### config.mk
export PLATFORM = sky130hd
export DESIGN_NAME = cpu_sequencer
export DESIGN_NICKNAME = d
export VERILOG_FILES = /design/src/rtl/cpu_pkg.sv /design/src/rtl/cpu_seq_wdog.sv /design/src/rtl/cpu_sequencer.sv
export SDC_FILE = /design/constraint.sdc
export NUM_CORES = 1
export LEC_CHECK = 0
export ABC_AREA = 1
export BUFFER_PORTS_ARGS = -buffer_cell sky130_fd_sc_hd__buf_4
export CAP_MARGIN = 20
export CORE_AREA = 2 2 79 118
export DETAILED_ROUTE_END_ITERATION = 6
export DIE_AREA = 0 0 81 120
export GPL_ROUTABILITY_DRIVEN = 0
export GPL_TIMING_DRIVEN = 0
export PLACE_DENSITY = 0.61
export SETUP_SLACK_MARGIN = 0.15
export SLEW_MARGIN = 0
export SYNTH_ARGS = -nofsm -noshare
export SYNTH_HDL_FRONTEND = slang
export SYNTH_SLANG_ARGS = --single-unit
### constraint.sdc
create_clock -name clk -period 1.4 [get_ports clk]
set_clock_uncertainty 0.1 [all_clocks]
set_input_delay 0.07 -clock clk [delete_from_list [all_inputs] [get_ports clk]]
set_output_delay 0.07 -clock clk [all_outputs]
set_load 0.02 [all_outputs]
### src/rtl/cpu_pkg.sv
// Shared types and constants for the 16-bit CPU sequencer: FSM states,
// opcode classes, opcode and condition encodings, and the condition evaluator.
package cpu_pkg;

    typedef enum logic [2:0] {
        FETCH,
        DECODE,
        EXEC,
        WRITE,
        HALT
    } state_e;

    typedef enum logic [1:0] {
        CLS_ALU,
        CLS_JMP,
        CLS_HALT
    } op_class_e;

    localparam logic [3:0] OP_JMP  = 4'b1110;
    localparam logic [3:0] OP_HALT = 4'b1111;

    localparam logic [1:0] COND_AL = 2'b00;
    localparam logic [1:0] COND_Z  = 2'b01;
    localparam logic [1:0] COND_C  = 2'b10;
    localparam logic [1:0] COND_NZ = 2'b11;

    function automatic logic cond_pass(input logic [1:0] cond, input logic z, input logic c);
        logic pass;
        case (cond)
            COND_AL: pass = 1'b1;
            COND_Z:  pass = z;
            COND_C:  pass = c;
            default: pass = !z;
        endcase
        return pass;
    endfunction

    function automatic op_class_e op_class(input logic [3:0] opcode);
        op_class_e cls;
        case (opcode)
            OP_JMP:  cls = CLS_JMP;
            OP_HALT: cls = CLS_HALT;
            default: cls = CLS_ALU;
        endcase
        return cls;
    endfunction

endpackage

### src/rtl/cpu_seq_wdog.sv
// Handshake timeout counter: counts cycles while run is high, restarts on clear,
// and flags expire on the WDOG_CYCLES-th consecutive waiting cycle.
module cpu_seq_wdog #(
    parameter int WDOG_CYCLES = 16
) (
    input  logic clk,
    input  logic rst_n,
    input  logic run,
    input  logic clear,
    output logic expire
);
    localparam int CNT_W = $clog2(WDOG_CYCLES + 1);
    localparam logic [CNT_W-1:0] LAST = CNT_W'(WDOG_CYCLES - 1);

    logic [CNT_W-1:0] cnt_q;
    logic [CNT_W-1:0] cnt_d;

    assign expire = run && (cnt_q == LAST);

    always_comb begin
        cnt_d = cnt_q;
        if (clear) begin
            cnt_d = '0;
        end else if (run) begin
            cnt_d = cnt_q + CNT_W'(1);
        end
    end

    always_ff @(posedge clk or negedge rst_n) begin
        if (!rst_n) begin
            cnt_q <= '0;
        end else begin
            cnt_q <= cnt_d;
        end
    end

endmodule

### src/rtl/cpu_sequencer.sv
// Fetch/decode/execute control FSM for the 16-bit CPU; owns pc, ir and the retired count.
// Optional handshake watchdog compiled in with `define CPU_SEQ_WDOG_EN.
module cpu_sequencer #(
    parameter int PC_W        = 8,
    parameter int WDOG_CYCLES = 16
) (
    input  logic            clk,
    input  logic            rst_n,
    output logic            imem_req,
    output logic [PC_W-1:0] imem_addr,
    input  logic            imem_ack,
    input  logic [15:0]     imem_rdata,
    output logic [15:0]     ir,
    input  logic [1:0]      dec_cond,
    input  logic [3:0]      dec_opcode,
    input  logic [7:0]      dec_en,
    input  logic            flag_z,
    input  logic            flag_c,
    output logic            alu_start,
    input  logic            alu_done,
    output logic [7:0]      reg_wr_en,
    output logic            flags_we,
    output logic [PC_W-1:0] pc,
    output logic [15:0]     retired,
    output logic            halted,
    output logic            fault
);
    import cpu_pkg::*;

    state_e          state_q, state_d;
    op_class_e       cls_q, cls_d;
    logic [15:0]     ir_q, ir_d;
    logic [PC_W-1:0] pc_q, pc_d;
    logic [15:0]     retired_q, retired_d;
    logic            cp_q, cp_d;
    logic            jmp_taken_q, jmp_taken_d;
    logic            imem_req_q, imem_req_d;
    logic            alu_start_q, alu_start_d;
    logic [7:0]      reg_wr_en_q, reg_wr_en_d;
    logic            flags_we_q, flags_we_d;
    logic            halted_q, halted_d;
    logic            wdog_expire;

    always_comb begin
        state_d     = state_q;
        cls_d       = cls_q;
        ir_d        = ir_q;
        pc_d        = pc_q;
        retired_d   = retired_q;
        cp_d        = cp_q;
        jmp_taken_d = jmp_taken_q;
        alu_start_d = 1'b0;
        reg_wr_en_d = '0;
        flags_we_d  = 1'b0;

        case (state_q)
            FETCH: begin
                if (imem_ack) begin
                    ir_d    = imem_rdata;
                    state_d = DECODE;
                end else if (wdog_expire) begin
                    state_d = HALT;
                end
            end
            DECODE: begin
                cp_d        = cond_pass(dec_cond, flag_z, flag_c);
                cls_d       = op_class(dec_opcode);
                jmp_taken_d = 1'b0;
                alu_start_d = (op_class(dec_opcode) == CLS_ALU);
                state_d     = EXEC;
            end
            EXEC: begin
                case (cls_q)
                    CLS_HALT: state_d = cp_q ? HALT : WRITE;
                    CLS_JMP: begin
                        if (cp_q) begin
                            pc_d        = ir_q[PC_W-1:0];
                            jmp_taken_d = 1'b1;
                        end
                        state_d = WRITE;
                    end
                    default: begin
                        // Strobes are registered here so they appear exactly in WRITE.
                        if (alu_done) begin
                            if (cp_q) begin
                                reg_wr_en_d = dec_en;
                                flags_we_d  = 1'b1;
                            end
                            state_d = WRITE;
                        end else if (wdog_expire) begin
                            state_d = HALT;
                        end
                    end
                endcase
            end
            WRITE: begin
                if (!jmp_taken_q) begin
                    pc_d = pc_q + PC_W'(1);
                end
                if (retired_q != 16'hFFFF) begin
                    retired_d = retired_q + 16'd1;
                end
                state_d = FETCH;
            end
            default: state_d = HALT;
        endcase

        imem_req_d = (state_d == FETCH);
        halted_d   = (state_d == HALT);
    end

    // imem_req resets high because the reset state is FETCH.
    always_ff @(posedge clk or negedge rst_n) begin
        if (!rst_n) begin
            state_q     <= FETCH;
            cls_q       <= CLS_ALU;
            ir_q        <= '0;
            pc_q        <= '0;
            retired_q   <= '0;
            cp_q        <= 1'b0;
            jmp_taken_q <= 1'b0;
            imem_req_q  <= 1'b1;
            alu_start_q <= 1'b0;
            reg_wr_en_q <= '0;
            flags_we_q  <= 1'b0;
            halted_q    <= 1'b0;
        end else begin
            state_q     <= state_d;
            cls_q       <= cls_d;
            ir_q        <= ir_d;
            pc_q        <= pc_d;
            retired_q   <= retired_d;
            cp_q        <= cp_d;
            jmp_taken_q <= jmp_taken_d;
            imem_req_q  <= imem_req_d;
            alu_start_q <= alu_start_d;
            reg_wr_en_q <= reg_wr_en_d;
            flags_we_q  <= flags_we_d;
            halted_q    <= halted_d;
        end
    end

`ifdef CPU_SEQ_WDOG_EN
    logic wdog_run;
    logic fault_q, fault_d;

    assign wdog_run = ((state_q == FETCH) && !imem_ack) ||
                      ((state_q == EXEC) && (cls_q == CLS_ALU) && !alu_done);

    cpu_seq_wdog #(
        .WDOG_CYCLES(WDOG_CYCLES)
    ) u_wdog (
        .clk    (clk),
        .rst_n  (rst_n),
        .run    (wdog_run),
        .clear  (!wdog_run || wdog_expire),
        .expire (wdog_expire)
    );

    always_comb begin
        fault_d = fault_q | wdog_expire;
    end

    always_ff @(posedge clk or negedge rst_n) begin
        if (!rst_n) begin
            fault_q <= 1'b0;
        end else begin
            fault_q <= fault_d;
        end
    end

    assign fault = fault_q;
`else
    assign wdog_expire = 1'b0;
    assign fault       = 1'b0;

    if (WDOG_CYCLES < 1) begin : g_wdog_cycles_check
        $error("WDOG_CYCLES must be at least 1");
    end
`endif

    assign imem_req  = imem_req_q;
    assign imem_addr = pc_q;
    assign ir        = ir_q;
    assign pc        = pc_q;
    assign retired   = retired_q;
    assign alu_start = alu_start_q;
    assign reg_wr_en = reg_wr_en_q;
    assign flags_we  = flags_we_q;
    assign halted    = halted_q;

endmodule

Word level (Yosys, flattened, before mapping) --
Index checks and enable logic that the tools add are counted.
Storage, ports and cells: flip-flop bits (word level) 59, bits of input ports 36, output and inout bits 61, logic and storage cells 64
Operators by class: add/subtract/negate cells 2, equal/unequal tests 14, multiplexer cells 24, reductions and logical operators 12
Operators with widths (count):
- 8-bit 2-to-1 mux | 7
- 16-bit by 1-bit adder with 16-bit output (second input constant) | 1
- 16-bit != test (second input constant) | 1
- 8-bit one-hot mux with 2 select lines | 1
- 3-bit one-hot mux with 4 select lines | 1
- 3-bit 2-to-1 mux | 3
- 8-bit by 1-bit adder with 8-bit output (second input constant) | 1
- 4-bit == test (second input constant) | 2
- 1-bit 2-to-1 mux | 7
- 3-bit by 2-bit == test with 1-bit output (second input constant) | 2
- 3-bit zero test | 2
- 2-bit != test (second input constant) | 3
- 3-bit one-hot mux with 2 select lines | 1
- 2-bit by 1-bit == test with 1-bit output (second input constant) | 2
- 2-bit == test (second input constant) | 2
- 2-bit zero test | 2
- 2-bit one-hot mux with 2 select lines | 1
- 2-bit AND reduction | 2
- 4-bit AND reduction | 1
- 2-bit nonzero test | 2
- 3-bit by 1-bit == test with 1-bit output (second input constant) | 1
- 3-bit == test (second input constant) | 1
- 1-bit one-hot mux with 3 select lines | 1
- 3-bit AND reduction | 1
- other kinds (4) | 4

Depth between registers and ports, before layout --
Gate-level depths: netlist of run 1.
depth in word-level cells 5, mapped depth 9

Worst setup path after synthesis of run 1 --
Ideal clock, no wire load.
path kind reg-to-reg, start register retired_q[1], in the netlist retired[1], end register retired_q[6], in the netlist retired[6], library setup time 0.127 ns, arrival 1.399 ns, required time 1.173 ns, slack -0.226 ns, cell stages (with the launch flop) 8, buffers on the path 1, cell sequence dfrtp_1 ha_1 nand3_2 clkinv_1 nand2_2 o21ai_4 buf_6 o21ai_0
On the way: longest elaborated chain between the ends 2
Ends and longest elaborated chain:
- from (decl) | line cpu_sequencer.sv:34 | logic [15:0] retired_q, retired_d;
- from (signal assigned) | line cpu_sequencer.sv:132 | retired_q <= retired_d;
- parallel branches: the longest is 2 deep, another holds 16-bit by 1-bit adder with 16-bit output
Parallel ways; which one is timed is not known. A chain may end at the register's enable or synchronous reset.

Worst setup path after layout of run 1 --
start register retired_q[0], in the netlist retired[0], end register retired_q[1], in the netlist retired[1]
Same word-level chain as after synthesis.

==> results.txt, run 1 <==
----------------------------------------------------
[Status]
  Outcome ... finished, violations left
  Violations in the final reports ... negative setup slack

[Placement]
  Buffers added on ports ... 95
  Minimum setup slack after placement ... -191 ps
  DPL Wire Length ... 5440 µm
  Instance area after placement ... 0.00396 mm²

[STA]
  Crit path time final ... 1470 ps
  RSZ-0062 raised after global routing ... yes
  Actual slew at the worst max-slew pin ... 787 ps
  Maximum achievable frequency ... 680 MHz
  Max-slew headroom at the worst pin ... 47.5%
  Final setup violation count ... 19
  Count of final hold-check violations ... 0
  Final Worst Setup Slack ... -71.6 ps
  Number of max-slew violations in the final report ... 0
  Share of the clock period used by the worst path ... 105%

[Synthesis]
  Post-synth top area cell ... dfrtp_1
  Area of the mapped netlist ... 0.00296 mm²
  Ranking of synthesized cells by area ... dfrtp_1, nand2_1, mux2_2
  Total nets after synthesis ... 394
  Synthesized area divided by synthesized cell count ... 8.39 µm²
  Proportion of synthesized chip area in sequential cells ... 49.9%
  Share of Yosys cell area claimed by the top area cell type ... 49.0%
  Total of warnings raised by yosys ... 0
  Number of cells produced by synthesis ... 353
  Number of storage elements in the synthesis netlist ... 59
  Cell variety after synth ... 31

[Setup path]
  R2R Path Start ... retired[0]
  Critical-path maximum fanout ... 5
  Largest stage delay, worst path ... 430 ps
  Crit end category ... flop
  Top cell family by delay on the critical path ... simple AND/OR/NAND/NOR gates
  Arr. time, crit path ... 1630 ps
  Crit path buf inv count ... 2
  Crit path cell chain ... ha_4 > nand3_4 > clkinv_4 > nand2_8 > nor2_4 > nor2_4 > buf_6 > nand2_1 > nand2_1
  Number of cells on the worst reg-to-reg path ... 9
  R2R Setup Slk ... -70 ps
  Nature of the critical path startpoint ... flop
  Worst flop-to-flop path endpoint ... retired[1]
  WP depth ... 9
  Crit path required time ... 1560 ps
  End point of the critical path ... retired[1]
  Start-to-end type of the worst setup path ... reg2reg
  Cell with the largest stage delay on the worst path ... dfrtp_2
  Launch point of the worst path ... retired[0]

[Clock tree]
  Maximum clock path buffer count ... 2
  CTS Root Cell ... clkbuf_16
  Clock insertion delay at the later pin of the skew report ... 330 ps
  CTS tree ... built
  Number of H-tree branching levels ... 3
  Cts bufs inserted ... 9
  Clock slew at the register clock pins of the worst setup and hold paths ... 50 ps
  Number of sinks driven by the clock tree ... 59

[Global routing]
  First-pass GRT wire length ... 13300 µm
  Overall overflow remaining after global route ... 0
  Overall global routing resource usage ... 18.1%
  Vias in the first global route ... 2907
  Pin count of the biggest net entering global routing ... 60
  Antenna violations before repair ... 1

[Layout]
  Final instance area ... 0.00516 mm²
  Layout cells sized above 1 ... 50.6%
  Nets@finish ... 568
  Footprint of the multi-input gates ... 0.00155 mm²
  Final-layout fill cell count ... 784
  Synth-to-layout area growth ... 74.2%
  Register cell area after layout ... 0.00150 mm²
  Fin util ... 59.1%

[Route]
  Total vias in the final route ... 2938
  Number of design-rule violations left by the first detailed-router iteration ... 144
  Wire length per cell after detailed routing ... 13.1 µm
  DRT Wirelength ... 8400 µm
  Post-detailed-route DRC marker count ... 0
  Vias/cell ... 4.57
  Number of nets with antenna violations after detailed routing ... 0
  First-pass detailed-route iteration total ... 4

[Power and ir drop]
  Worst-case vdd ir drop ... 0.950 mV
  Leakage power summed over all cells ... 2.45 nW
  Pwr per Cell Area ... 1900 mW/mm²

[Run]
  Reported max-cap violation count ... 0

[Floorplanning]
  Overall die area ... 0.00972 mm²
  Number of standard-cell rows in the floorplan ... 42
  Die extent in y ... 120 µm
  Initial Util ... 33.9%
  Core box area ... 0.00872 mm²
  X dimension of the die ... 81 µm
  I/O Pins ... 97

[Min path]
  Path category of the worst min-delay check ... in2reg

----------------------------------------------------
## registers in the layout, indices dropped and copies added, names as in the netlist
signal and cells:
imem_req 1, flags_we 1, ir 16, jmp_taken_q 1, cp_q 1, alu_start 1
state_q 3, reg_wr_en 8, retired 16, cls_q 2, imem_addr 8, halted 1
## cells in the final DEF, fill, tap and decap left out, types with 6 or more instances in the layout
cell type	netlist	layout
nand2_1	113	94
dfrtp_2	0	18
buf_6	2	20
nand2_2	1	17
dfrtp_1	58	40
inv_1	39	29
clkbuf_16	0	9
nand3_1	20	11
nand3_2	2	9
nor2_4	1	7
inv_2	1	8
dlygate4sd3_1	0	32
xnor2_1	8	8
nor2_2	4	13
mux2_2	14	14
buf_4	9	122
nor2_1	37	22
o21ai_0	10	6
## per-layer routing
layer / part of all wire, % / global-route usage (%)
met5: 0 / 0
met4: 2.7 / 8.26
met3: 3.5 / 4.14
met2: 57 / 33.1
met1: 37 / 19.2
## final cells by class
type | instances | share of cell area, %
repair buffers | 161 | 25.9
flip-flops and latches | 59 | 29.1
well taps | 110 | 2.67
multi-input cells | 241 | 30.1
diodes | 1 | 0.0485
plain buffers | 14 | 2.69
clock inverters | 5 | 1.50
clock buffers | 11 | 4.71
inverters | 41 | 3.28
## Yosys cell counts
library cell and count:
o21ai_4 1, o211ai_1 1, buf_2 3, inv_1 39
nand2_2 1, dfrtp_1 58, nand2_1 113, xor2_1 2
buf_4 9, nand4_1 4, xnor2_1 8, nor2_4 1
o22ai_1 2, o21ai_1 1, nor2_1 37, a21oi_1 7
inv_2 1, nor2_2 4, o21ai_0 10, o21ai_2 1
nor3_1 1, nand3_1 20, buf_6 2, ha_1 5
nand3b_1 2, clkinv_1 1, or2_2 1, nand3_2 2
dfstp_2 1, mux2_2 14, conb_1 1
## worst reg2reg max path, stage by stage, from the launching register on
cell,delay [ps]
dfrtp_2,430
ha_4,180
nand3_4,80
clkinv_4,70
nand2_8,70
nor2_4,40
nor2_4,170
buf_6,150
nand2_1,50
nand2_1,50
## metrics by stage
stage	std cells	setup TNS (ps)	power [mW]	hold WS, ps
global route	643	-3090	10.4	57.8
global placement	558	-2250	6.44	104
finish	643	-699	9.78	23.9
floorplan	353	-837	5.09	-326
CTS	630	-728	9.51	11.6
detailed placement	558	-2840	6.53	108
## report_power, final
group | switching (mW) | internal [mW] | total [mW]
Sequential | 0.531 | 2.30 | 2.83
Clock | 0.751 | 1.60 | 2.35
Combinational | 2.39 | 2.22 | 4.61
## repair_timing
| item | 4_1_cts | 5_1_grt |
|---|---|---|
| endpoints found under the hold margin | 88 | 0 |
| gates resized for setup | 51 | 38 |
| endpoints found under the setup margin | 60 | 65 |
| pin swaps | 11 | 19 |
| hold buffers | 32 | 0 |
| setup buffers | 22 | 11 |
| gates cloned | 2 | 1 |
## worst min path at each step
stage                start          end  slack, ps  cells after the start
floorplan            rst_n    alu_start       -330                      0
global placement     rst_n       halted        100                      1
detailed placement   rst_n  retired[14]        110                      1
CTS                 flag_c         cp_q         10                      5
global route        flag_c         cp_q         60                      5
finish              flag_c         cp_q         20                      5
## cell families after synthesis
group,synth area share [%]
AND/OR/NAND/NOR,26.2
flip-flops,49.9
buffers and inverters,8.75
AO/OA/AOI/OAI,4.56
multiplexers,5.33
XOR/XNOR,2.96
adder cells (fa/ha/maj),2.11
other,0.127
(Power assumes the default switching activity.)
==> inputs of run 2 (changes only) <==
--- a/config.mk
+++ b/config.mk
@@ -9,6 +9,7 @@
 export BUFFER_PORTS_ARGS = -buffer_cell sky130_fd_sc_hd__buf_4
 export CAP_MARGIN = 20
 export CORE_AREA = 2 2 79 118
+export CTS_BUF_LIST = sky130_fd_sc_hd__clkbuf_4 sky130_fd_sc_hd__clkbuf_8
 export DETAILED_ROUTE_END_ITERATION = 6
 export DIE_AREA = 0 0 81 120
 export GPL_ROUTABILITY_DRIVEN = 0
==> constraint.sdc (replaced) <==
create_clock -name clk -period 1.18 [get_ports clk]
set_clock_uncertainty 0.1 [all_clocks]
set_input_delay 0.059 -clock clk [delete_from_list [all_inputs] [get_ports clk]]
set_output_delay 0.059 -clock clk [all_outputs]
set_load 0.02 [all_outputs]
==> run 2 against run 1 <==
Global-route usage up 1.6 points; via count up 6.5%; the flow finishes with violations (negative hold slack, negative setup slack); final area up 12%; first-iteration DRC count down 9.0%; non-clock buffer count up 35; largest power group unchanged; wire length up 14%; sequential share of layout area down 3.1 points.
==> results.txt, run 2 (synthesis gave the netlist of run 1 again) <==
----------------------------------------------------
[Setup path]
  Launch point of the worst path ... retired[0]
  Crit path buf inv count ... 2
  Largest stage delay, worst path ... 450 ps
  Number of cells on the worst reg-to-reg path ... 9
  Nature of the critical path startpoint ... flop
  R2R Path Start ... retired[0]
  Worst flop-to-flop path endpoint ... retired[3]
  R2R Setup Slk ... -280 ps
  Top cell family by delay on the critical path ... flip-flops
  End point of the critical path ... retired[3]
  Crit path cell chain ... ha_4 > nand3_4 > clkinv_4 > nand2_8 > nor2_4 > nor2_4 > buf_6 > nand2_1 > nand2_1
  Crit end category ... flop
  Crit path required time ... 1360 ps
  WP depth ... 9
  Start-to-end type of the worst setup path ... reg2reg
  Arr. time, crit path ... 1640 ps
  Cell with the largest stage delay on the worst path ... dfrtp_2
  Critical-path maximum fanout ... 5

[Layout]
  Antenna diode count ... 0
  Final instance area ... 0.00577 mm²
  Fin util ... 66.2%
  Commonest non-fill, non-tap cell in the layout ... buf_6
  Nets@finish ... 603
  Most frequent cells in the layout ... buf_6, nand2_1, buf_4, dfrtp_1, dlygate4sd3_1
  Layout cells sized above 1 ... 54.7%
  Synth-to-layout area growth ... 95.0%

[Power and ir drop]
  Pwr per Cell Area ... 2200 mW/mm²
  Leakage power summed over all cells ... 2.71 nW
  Worst-case vdd ir drop ... 1.23 mV

[Clock tree]
  Number of sinks driven by the clock tree ... 59
  Clock insertion delay at the later pin of the skew report ... 350 ps
  Hold buffer count at CTS ... 32
  CTS Root Cell ... clkbuf_8
  Number of H-tree branching levels ... 3
  Clock slew at the register clock pins of the worst setup and hold paths ... 70 ps
  Cts bufs inserted ... 9
  CTS tree ... built
  Maximum clock path buffer count ... 2

[STA]
  Max-slew headroom at the worst pin ... 48.1%
  RSZ-0062 raised after global routing ... yes
  Maximum achievable frequency ... 685 MHz
  Post-route setup TNS ... -13810 ps
  Share of the clock period used by the worst path ... 124%
  Worst slack on hold paths ... -309 ps
  Actual slew at the worst max-slew pin ... 779 ps
  Final setup violation count ... 75
  Count of final hold-check violations ... 58
  Number of max-slew violations in the final report ... 0
  Final Worst Setup Slack ... -280 ps
  Crit path time final ... 1460 ps

[Placement]
  Instance area after placement ... 0.00401 mm²
  DPL Wire Length ... 5350 µm
  Buffers added on ports ... 95

[Floorplanning]
  Core box area ... 0.00872 mm²
  Die extent in y ... 120 µm
  Overall die area ... 0.00972 mm²
  X dimension of the die ... 81 µm
  Number of standard-cell rows in the floorplan ... 42
  Initial Util ... 33.9%
  I/O Pins ... 97

[Global routing]
  Overall global routing resource usage ... 19.7%
  Antenna violations before repair ... 0
  Pin count of the biggest net entering global routing ... 60
  First-pass GRT wire length ... 14500 µm
  Vias in the first global route ... 3184
  Overall overflow remaining after global route ... 0

[Min path]
  Path category of the worst min-delay check ... in2async

[Run]
  Reported max-cap violation count ... 0

[Route]
  Total vias in the final route ... 3129
  Wire length per cell after detailed routing ... 14.1 µm
  Vias/cell ... 4.62
  First-pass detailed-route iteration total ... 4
  Number of design-rule violations left by the first detailed-router iteration ... 131
  DRT Wirelength ... 9570 µm
  Number of nets with antenna violations after detailed routing ... 0
  Post-detailed-route DRC marker count ... 0

[Status]
  Violations in the final reports ... negative hold slack, negative setup slack
  Outcome ... finished, violations left

----------------------------------------------------
[run 2: changes by cell type in the layout (fill, tap and decap cells not counted), moves of 4 or more]
cell,previous run,this run
clkbuf_8,1,12
o21ai_0,6,1
o21ai_1,4,8
buf_4,122,73
clkbuf_16,9,1
nor2_2,13,7
buf_6,20,100
[run 2: layout make-up]
| class | count | area, µm² |
|---|---|---|
| fillers | 669 | 2950 |
| repair buffers | 196 | 1930 |
| multi-input cells | 241 | 1620 |
| flip-flops and latches | 59 | 1500 |
| inverters | 41 | 169 |
| clock buffers | 12 | 165 |
| plain buffers | 14 | 161 |
| well taps | 110 | 138 |
| clock inverters | 4 | 95.1 |
[run 2: routing by layer]
metal  vias to the layer above  global-route usage, %  part of all wire (%)
li1                       1516                      -                     -
met1                      1506                   19.2                    34
met2                        83                   36.9                    59
met3                        24                   4.51                   3.8
met4                         0                   10.4                   2.9
met5                         -                      0                     0
[run 2: where the power goes]
group | leakage, nW | internal, mW | switching [mW]
clock | 0.133 | 1.57 | 0.846
combinational | 1.85 | 3.71 | 3.15
sequential | 0.734 | 2.72 | 0.692
[run 2: per-stage QoR]
step / power, mW / std cells / hold slack, ps / worst slack [ps]
final: 12.7 / 677 / -309 / -280
after global routing: 13.4 / 677 / -252 / -358
after CTS: 12.1 / 661 / -279 / -272
after detailed placement: 7.88 / 558 / 96.4 / -401
after global placement: 7.79 / 558 / 87.5 / -410
after floorplan: 6.17 / 353 / -337 / -301
[run 2: worst min-delay path by stage]
stage	startpoint	to	depth (start not counted)
CTS	rst_n	retired[6]	1
global placement	rst_n	halted	1
finish	rst_n	retired[6]	1
detailed placement	rst_n	halted	1
floorplan	rst_n	alu_start	0
global route	rst_n	retired[6]	1
[run 2: timing repair]
action | in CTS | in global routing
resized for setup | 129 | 43
endpoints found under the hold margin | 88 | 58
cloned | 3 | 2
setup endpoints to repair | 117 | 118
pin swaps | 25 | 18
buffers inserted | 52 | 14
[run 2: worst register-to-register path: stages, from the launching register on]
cell,delay (ps)
dfrtp_2,450
ha_4,190
nand3_4,80
clkinv_4,70
nand2_8,70
nor2_4,40
nor2_4,150
buf_6,150
nand2_1,50
nand2_1,50
